<file path="src/rtl/rv_regwb_pkg.sv">
// rv_regwb_pkg: shared widths, parameter defaults and arbiter state encoding for the writeback arbiter
package rv_regwb_pkg;
  localparam int XLEN = 32;
  localparam int REG_AW = 5;
  localparam int ENTRY_W = REG_AW + XLEN;
  localparam int FIFO_DEPTH_DEF = 2;
  localparam int STARVE_MAX_DEF = 4;
  typedef enum logic {NORMAL = 1'b0, STARVE = 1'b1} arb_state_t;
endpackage

</file>
<file path="src/rtl/wb_fifo.sv">
// wb_fifo: power-of-2 FIFO for MDU results; ports clk/rst, push+din, pop, full/empty, dout=head
module wb_fifo #(
  parameter int WIDTH = 37,
  parameter int DEPTH = 2
) (
  input  logic             clk,
  input  logic             rst,
  input  logic             push,
  input  logic [WIDTH-1:0] din,
  input  logic             pop,
  output logic             full,
  output logic             empty,
  output logic [WIDTH-1:0] dout
);
  localparam int AW = $clog2(DEPTH);
  logic [WIDTH-1:0] mem [DEPTH];
  logic [AW-1:0] wp, rp;
  logic [AW:0] cnt;
  always_ff @(posedge clk)
    if (push) mem[wp] <= din;
  always_ff @(posedge clk) begin
    if (rst) begin
      wp <= '0;
      rp <= '0;
      cnt <= '0;
    end else begin
      if (push) wp <= wp + 1'b1;
      if (pop) rp <= rp + 1'b1;
      cnt <= cnt + (AW+1)'(push) - (AW+1)'(pop);
    end
  end
  assign full = cnt == (AW+1)'(DEPTH);
  assign empty = cnt == '0;
  assign dout = mem[rp];
endmodule

</file>
<file path="src/rtl/regfile_wb_arbiter.sv">
// regfile_wb_arbiter: scoreboard + arbiter sharing one regfile write port between pipeline writeback (wb_*) and buffered MDU results (mdu_*); issue_*/q_*/hazard/pending track outstanding MDU writes
module regfile_wb_arbiter
  import rv_regwb_pkg::*;
#(
  parameter int FIFO_DEPTH = FIFO_DEPTH_DEF,
  parameter int STARVE_MAX = STARVE_MAX_DEF
) (
  input  logic              clk,
  input  logic              rst,
  input  logic              wb_we,
  input  logic [REG_AW-1:0] wb_rd,
  input  logic [XLEN-1:0]   wb_wd,
  output logic              wb_stall,
  input  logic              issue_valid,
  input  logic [REG_AW-1:0] issue_rd,
  output logic              issue_ready,
  input  logic              mdu_valid,
  input  logic [REG_AW-1:0] mdu_rd,
  input  logic [XLEN-1:0]   mdu_wd,
  output logic              mdu_ready,
  input  logic [REG_AW-1:0] q_rs1,
  input  logic [REG_AW-1:0] q_rs2,
  input  logic [REG_AW-1:0] q_rd,
  output logic              hazard,
  output logic              rf_we,
  output logic [REG_AW-1:0] rf_a3,
  output logic [XLEN-1:0]   rf_wd3,
  output logic [31:0]       pending
);
  localparam int CW = $clog2(STARVE_MAX + 2);
  arb_state_t state, state_n;
  logic [CW-1:0] cnt, cnt_n;
  logic full, empty, push, pop, wb_ok, pipe_gnt, buf_gnt, starve;
  logic [ENTRY_W-1:0] head;
  logic [REG_AW-1:0] head_rd;
  logic [XLEN-1:0] head_wd;
  logic [31:0] set, clr;
  assign {head_rd, head_wd} = head;
  wb_fifo #(.WIDTH(ENTRY_W), .DEPTH(FIFO_DEPTH)) u_fifo (
    .clk(clk), .rst(rst), .push(push), .din({mdu_rd, mdu_wd}),
    .pop(pop), .full(full), .empty(empty), .dout(head)
  );
  always_comb begin
    starve = state == STARVE;
    wb_ok = wb_we && wb_rd != '0;
    buf_gnt = !empty && (starve || !wb_ok);
    pipe_gnt = !starve && wb_ok;
    pop = buf_gnt && !rst;
    mdu_ready = !full;
    push = mdu_valid && !full && mdu_rd != '0;
    rf_we = (buf_gnt || pipe_gnt) && !rst;
    rf_a3 = !rf_we ? '0 : buf_gnt ? head_rd : wb_rd;
    rf_wd3 = !rf_we ? '0 : buf_gnt ? head_wd : wb_wd;
    wb_stall = buf_gnt && starve && wb_ok;
    issue_ready = !pending[issue_rd];
    hazard = pending[q_rs1] | pending[q_rs2] | pending[q_rd];
    set = (issue_valid && issue_ready && issue_rd != '0) ? 32'd1 << issue_rd : '0;
    clr = pop ? 32'd1 << head_rd : '0;
    // streak of pipeline wins only counts while results are waiting
    cnt_n = (pop || empty) ? '0 : pipe_gnt ? cnt + 1'b1 : cnt;
    state_n = pop ? NORMAL : (cnt_n == CW'(STARVE_MAX)) ? STARVE : state;
  end
  always_ff @(posedge clk) begin
    if (rst) begin
      pending <= '0;
      cnt <= '0;
      state <= NORMAL;
    end else begin
      pending <= ((pending & ~clr) | set) & ~32'd1;
      cnt <= cnt_n;
      state <= state_n;
    end
  end
endmodule

</file>
<file path="config.mk">
export PLATFORM = sky130hd
export DESIGN_NAME = regfile_wb_arbiter
export DESIGN_NICKNAME = d
export VERILOG_FILES = /design/src/rtl/rv_regwb_pkg.sv /design/src/rtl/wb_fifo.sv /design/src/rtl/regfile_wb_arbiter.sv
export SDC_FILE = /design/constraint.sdc
export NUM_CORES = 1
export LEC_CHECK = 0
export ABC_CLOCK_PERIOD_IN_PS = 3600
export BUFFER_PORTS_ARGS = -buffer_cell sky130_fd_sc_hd__buf_2
export CORE_AREA = 3 3 113 115
export CTS_CLUSTER_SIZE = 16
export DETAILED_ROUTE_END_ITERATION = 8
export DIE_AREA = 0 0 116 118
export PLACE_DENSITY = 0.75
export SLEW_MARGIN = 20
export SYNTH_ARGS = -nofsm -noshare
export SYNTH_HDL_FRONTEND = slang
export SYNTH_SLANG_ARGS = --single-unit
</file>
<file path="constraint.sdc">
create_clock -name clk -period 3.6 [get_ports clk]
set_input_delay 0.54 -clock clk [delete_from_list [all_inputs] [get_ports clk]]
set_output_delay 0.54 -clock clk [all_outputs]
set_load 0.1 [all_outputs]
</file>
Word level (Yosys, flattened, before mapping)
Memory sizes are Yosys's and may differ from the RTL's. A register that Yosys moved wholly into a read port is not among the register bits. Index checks and enable logic that the tools add are counted.

Word-level logic and storage cells: 71. Memories: 1. Output and inout bits: 74. Latch bits: 0. ROM bits: 0. Memory bits (writable): 74. Bits in registers: 40.

Memories: u_fifo.mem (words 2, width 37, read ports 1, clocked after memory_dff 1, write ports 1, RTL line wb_fifo.sv:16) `logic [WIDTH-1:0] mem [DEPTH];`.

Reductions and logical operators: 25. Eq/ne operators: 2. Bitwise gates (word level): 5. Magnitude comparators: 4. $add $sub $neg: 5. Mux-type cells: 20. Shifts and indexed selects: 2. Div/mod/pow operators: 0. Multiply operators: 0.

Operators with widths (count): $mux W32 (4); $shl A1 B5 Y32 const A (2); $and A32 B32 Y32 (1); $not A32 Y32 (1); $or A32 B32 Y32 (1); $lt A5 B6 Y1 const B (4); $bmux W1 S5 (4); $reduce_bool A5 Y1 (3); $logic_and A1 B1 Y1 (11); $mux W5 (2); $mux W1 (8); $logic_not A1 Y1 (6); $mux W3 (2); $add A3 B1 Y3 const B (1); $eq A3 B3 Y1 const B (1); $logic_or A1 B1 Y1 (3); $add A1 B1 Y1 const B (2); $add A2 B1 Y2 (1); $eq A2 B2 Y1 const B (1); $logic_not A2 Y1 (1); $or A1 B1 Y1 (2); $reduce_or A2 Y1 (1); $sub A2 B1 Y2 (1).

Longest topological paths before layout
Depth after elaboration: 10. Depth in mapped cells: 11.

By module
From an unflattened synthesis, not the netlist that was laid out.

Cells, all modules: 554. Area total of the unflattened synthesis: 6304.8 µm².

Modules (own cells, without submodules): regfile_wb_arbiter (cells an instance 418, area an instance 3268.1 µm², seq. area each 700.7 µm², times used 1); wb_fifo (cells an instance 136, area an instance 3036.7 µm², seq. area each 2322.2 µm², times used 1).

Least setup slack after synthesis
OpenSTA, ideal clock, no wires.

Path type: input port to output port. From: input issue_rd[1]. To: output issue_ready. Arrival time: 3327 ps. Stages on the path: 5. Setup slack: -267 ps. Buffers on the path: 2. Required time: 3060 ps. Cells stage by stage: buf_2 > clkbuf_1 > mux4_2 > mux4_2 > mux2i_1.

Cells in the longest elaborated chain, start to end: 3.

RTL lines: start: declaration (RTL line regfile_wb_arbiter.sv:15) `input logic [REG_AW-1:0] issue_rd,`; $bmux W1 S5 (RTL line regfile_wb_arbiter.sv:55) `issue_ready = !pending[issue_rd];`; $mux W1 (not written as such) (RTL line regfile_wb_arbiter.sv:55); $logic_not A1 Y1 (RTL line regfile_wb_arbiter.sv:55); end: declaration (RTL line regfile_wb_arbiter.sv:16) `output logic issue_ready,`.

No other way between the ends. The select of a mux whose other input is x is not followed.

Worst setup path in the final report
From: input issue_rd[0]. To: output issue_ready.

Same word-level chain as after synthesis.

==> out/qor.txt <==
====================================================================================
RSZ-0062 raised after global routing ..................................           no
Wire length of the first global-routing pass ..........................    27,340 um
Nature of the critical path endpoint ..................................   output pin
Maximum vdd ir drop ...................................................     437.4 uV
Final standard cell count with taps included and fillers excluded .....          871
GRT Total Usage .......................................................       25.48%
Final setup violation count ...........................................            0
Maximum level of the CTS H-tree .......................................            4
Required arrival time at the worst endpoint ...........................      3.06 ns
Detail-routed via count per cell ......................................        6.099
Highest-delay cell along the critical path ............................ sky130_fd_sc_hd__mux4_2
Largest cells by area after synthesis ................................. sky130_fd_sc_hd__edfxtp_1 (36%), sky130_fd_sc_hd__dfxtp_1 (13%), sky130_fd_sc_hd__mux4_2 (9.1%), sky130_fd_sc_hd__mux2i_1 (6.6%), sky130_fd_sc_hd__a21oi_1 (4.2%)
Final nets ............................................................          813
Max-slew violations ...................................................            0
Proportion of synthesized flip-flops having asynchronous set or reset .           0%
Setup TNS .............................................................         0 ns
Iteration-0 DRC count of the detailed router ..........................          446
Detailed-route via count ..............................................        5,312
Setup Buffers After CTS ...............................................            0
Adder-cell share of the synthesized area ..............................      0.6056%
Starting Density ......................................................       52.04%
Area fraction in and, or, nand and nor cells after synthesis ..........       15.14%
Inserted Clock Buffers ................................................           17
Detailed-route wire length ............................................    17,430 um
Startpoint class of the critical path .................................    input pin
IO Count ..............................................................          173
Maximum Capacitance Violations ........................................            0
Share of post-route cells with drive strength above 1 .................       35.77%
Worst Reg2Reg Path Length in Cells ....................................            5
Power density of the placed cells ..................................... 622.0 nW/um2
Top cell by count, worst path ......................................... sky130_fd_sc_hd__buf_2
Global-route track usage on met2 ......................................       40.54%
Floorplan row count ...................................................           40
Largest stage delay, worst path .......................................      0.57 ns
Clock tree root buffer cell ........................................... sky130_fd_sc_hd__clkbuf_16
Final Critical Period .................................................     3.117 ns
Diodes inserted .......................................................            0
Gp weighted congestion ................................................       0.9252
R2r endpoint ..........................................................  pending[10]
Cells traversed along the worst timing path ........................... buf_2, mux4_2, mux4_1, mux2i_2, buf_2
Iteration count of the initial detailed-routing pass ..................            5
Area occupied by multi-input gates ....................................     2975 um2
Clock latency at the later pin of the worst-skew pair .................      0.40 ns
Static Leak ...........................................................     3.048 nW
Hold path startpoint ..................................................   mdu_wd[13]
Max-slew headroom at the worst pin ....................................       52.13%
Share of synthesized area occupied by flip-flops and latches ..........       48.77%
Routed length per instance ............................................     20.01 um
Clock slew seen by the registers of the worst setup and hold paths ....      0.05 ns
Fill cell count .......................................................          929
Placement Cell Area ...................................................     7133 um2
Parity-gate share of the synthesized area counting xor and xnor cells .      0.5652%
Global Route met3 Usage ...............................................       6.015%
Busiest grt layer .....................................................         met2
Worst hold-check path type ............................................ input pin to flip-flop
GR Util met1 ..........................................................       32.78%
Die ar. ...............................................................   13,690 um2
Post-synth top flop ................................................... sky130_fd_sc_hd__edfxtp_1
Maximum number of pins on one net before global-route repair ..........           42
Input/output buffers ..................................................          171
Placed cells ..........................................................          837
Count of cell types in the netlist ....................................           61
Flip-flop and latch count after synthesis .............................          114
Critical path start-end classification ................................ input pin to output pin
Number of gates given a new drive strength after cts ..................            0
Average cell area after synthesis .....................................    11.23 um2
Data arrival time at the worst-slack endpoint .........................      2.58 ns
Worst-margin pin slew .................................................    0.7180 ns
Crit path from ........................................................  issue_rd[0]
Syn Nets ..............................................................          654
Reg2Reg Setup Slack ...................................................      1.28 ns
Sequential cell area in the final layout ..............................     3024 um2
Initial antenna violation count .......................................            0
Destination of the worst hold path .................................... u_fifo.mem[1][13]
Worst-case hold slack .................................................    0.3233 ns
Die Y .................................................................       118 um
Yosys warning count ...................................................            0
Remaining design rule violation count .................................            0
Share of the cycle needed by the critical path after routing ..........       86.59%
Largest area contributor in the synthesized netlist ................... sky130_fd_sc_hd__edfxtp_1
Core Footprint ........................................................   11,910 um2
Most numerous cell in the Yosys netlist ............................... sky130_fd_sc_hd__edfxtp_1
Final global-route overflow total .....................................            0
Total standard cell area after synthesis ..............................     6198 um2
Main combinational cell family by area after synthesis ................ multiplexers
Kind of cell with the highest combined delay on the critical path ..... multiplexers
Number of instances in the synthesized netlist ........................          552
Top cell types by occurrence after synthesis .......................... sky130_fd_sc_hd__edfxtp_1 (74), sky130_fd_sc_hd__nor2_1 (53), sky130_fd_sc_hd__a21oi_1 (52)
Setup Skew ............................................................  0.005404 ns
Instance count along the most critical hold path ......................            1
Via count of the first global-routing pass ............................        5,352
# clock sinks .........................................................          114
Number of buffers inserted for hold repair after clock tree synthesis .            0
Signed area change from the synthesized netlist to the final layout ...       25.68%
Final Hold Viols ......................................................            0
HPWL Detailed .........................................................    12,550 um
Horiz. Die Dim ........................................................       116 um
Finished Cell Area ....................................................     7790 um2
Area share of the largest cell type after synthesis ...................       35.85%
Status ................................................................ finished, final reports clean
Highest achievable clock rate .........................................    320.8 MHz
Maximum clock insertion buffer count ..................................            2
Post-synthesis compound-gate area fraction ............................       12.86%
Clock tree from TritonCTS .............................................        built
Buffer and inverter count on the worst path ...........................            2
Largest fanout on the critical path ...................................           17
Number of nets still failing antenna checks after routing .............            0
Mux cell area share after synthesis ...................................       18.35%
Number of flops mapped to enable cells by yosys .......................           74
====================================================================================
[metal layers]
metal / part of all wire (%) / vias up
met5: 0 / -
met2: 49 / 264
li1: - / 2461
met3: 7.9 / 43
met4: 3.1 / 0
met1: 40 / 2544
[registers in the layout, summed over array words and instances, names as in the netlist, named ones only]
register,flops
u_fifo.mem,74
pending,31
cnt,3
u_fifo.cnt,2
starve,1
u_fifo.rp,1
u_fifo.wp,1
[worst max path at each step]
| stage | end | slack [ns] | cells after the start |
|---|---|---|---|
| after detailed placement | issue_ready | 0.47 | 5 |
| after global routing | rf_wd3[15] | 0.30 | 6 |
| after floorplan | u_fifo.mem[0][0] | 0.15 | 4 |
| after CTS | issue_ready | 0.47 | 5 |
| final | issue_ready | 0.48 | 5 |
| after global placement | issue_ready | 0.49 | 5 |
[metrics by stage]
step | power (mW) | util (%) | worst slack, ns
floorplan | 2.828 | - | 0.1460
global placement | 3.137 | 59.88 | 0.4922
detailed placement | 3.161 | 59.88 | 0.4661
CTS | 4.846 | 65.00 | 0.4673
global route | 5.055 | 65.40 | 0.2960
finish | 4.845 | 65.40 | 0.4829
[cells by family after synthesis]
group | count (synthesis)
AO/OA/AOI/OAI | 121
XOR/XNOR | 4
adder cells (fa/ha/maj) | 3
buffers and inverters | 50
flip-flops | 114
multiplexers | 78
other | 1
AND/OR/NAND/NOR | 181
[cell type report]
type                       count  share of cell area (%)
inverter                       9                  0.4337
clock inverter                 9                   1.269
timing repair buffer         181                   12.37
tap                          147                   2.361
multi-input combinational    388                   38.19
clock buffer                  23                   6.553
sequential                   114                   38.82
[power by group]
group / switching, mW / internal [mW]
Clock: 0.552 / 1.13
Combinational: 1.08 / 0.406
Sequential: 0.105 / 1.57
Total: 1.73 / 3.11
[cell usage in the layout, fill, tap and decap left out, types with 5 or more instances in the layout]
cell	netlist	final
sky130_fd_sc_hd__buf_2	16	171
sky130_fd_sc_hd__edfxtp_1	74	74
sky130_fd_sc_hd__a21oi_1	52	52
sky130_fd_sc_hd__nor2_1	53	50
sky130_fd_sc_hd__nor3_1	46	46
sky130_fd_sc_hd__mux2i_1	41	40
sky130_fd_sc_hd__dfxtp_1	40	39
sky130_fd_sc_hd__nand2_1	25	25
sky130_fd_sc_hd__mux4_2	25	25
sky130_fd_sc_hd__clkbuf_16	0	19
sky130_fd_sc_hd__o21ai_1	12	12
sky130_fd_sc_hd__a32o_1	12	12
sky130_fd_sc_hd__o211ai_1	10	10
sky130_fd_sc_hd__nand3_1	10	10
sky130_fd_sc_hd__inv_1	9	9
sky130_fd_sc_hd__mux2_2	9	9
sky130_fd_sc_hd__nand2b_1	8	8
sky130_fd_sc_hd__buf_4	3	8
sky130_fd_sc_hd__o21ai_0	7	7
sky130_fd_sc_hd__nand4_1	6	6
sky130_fd_sc_hd__nor2b_1	5	5
sky130_fd_sc_hd__clkinv_2	0	5
Note: power is estimated with default switching activity, not from simulation.
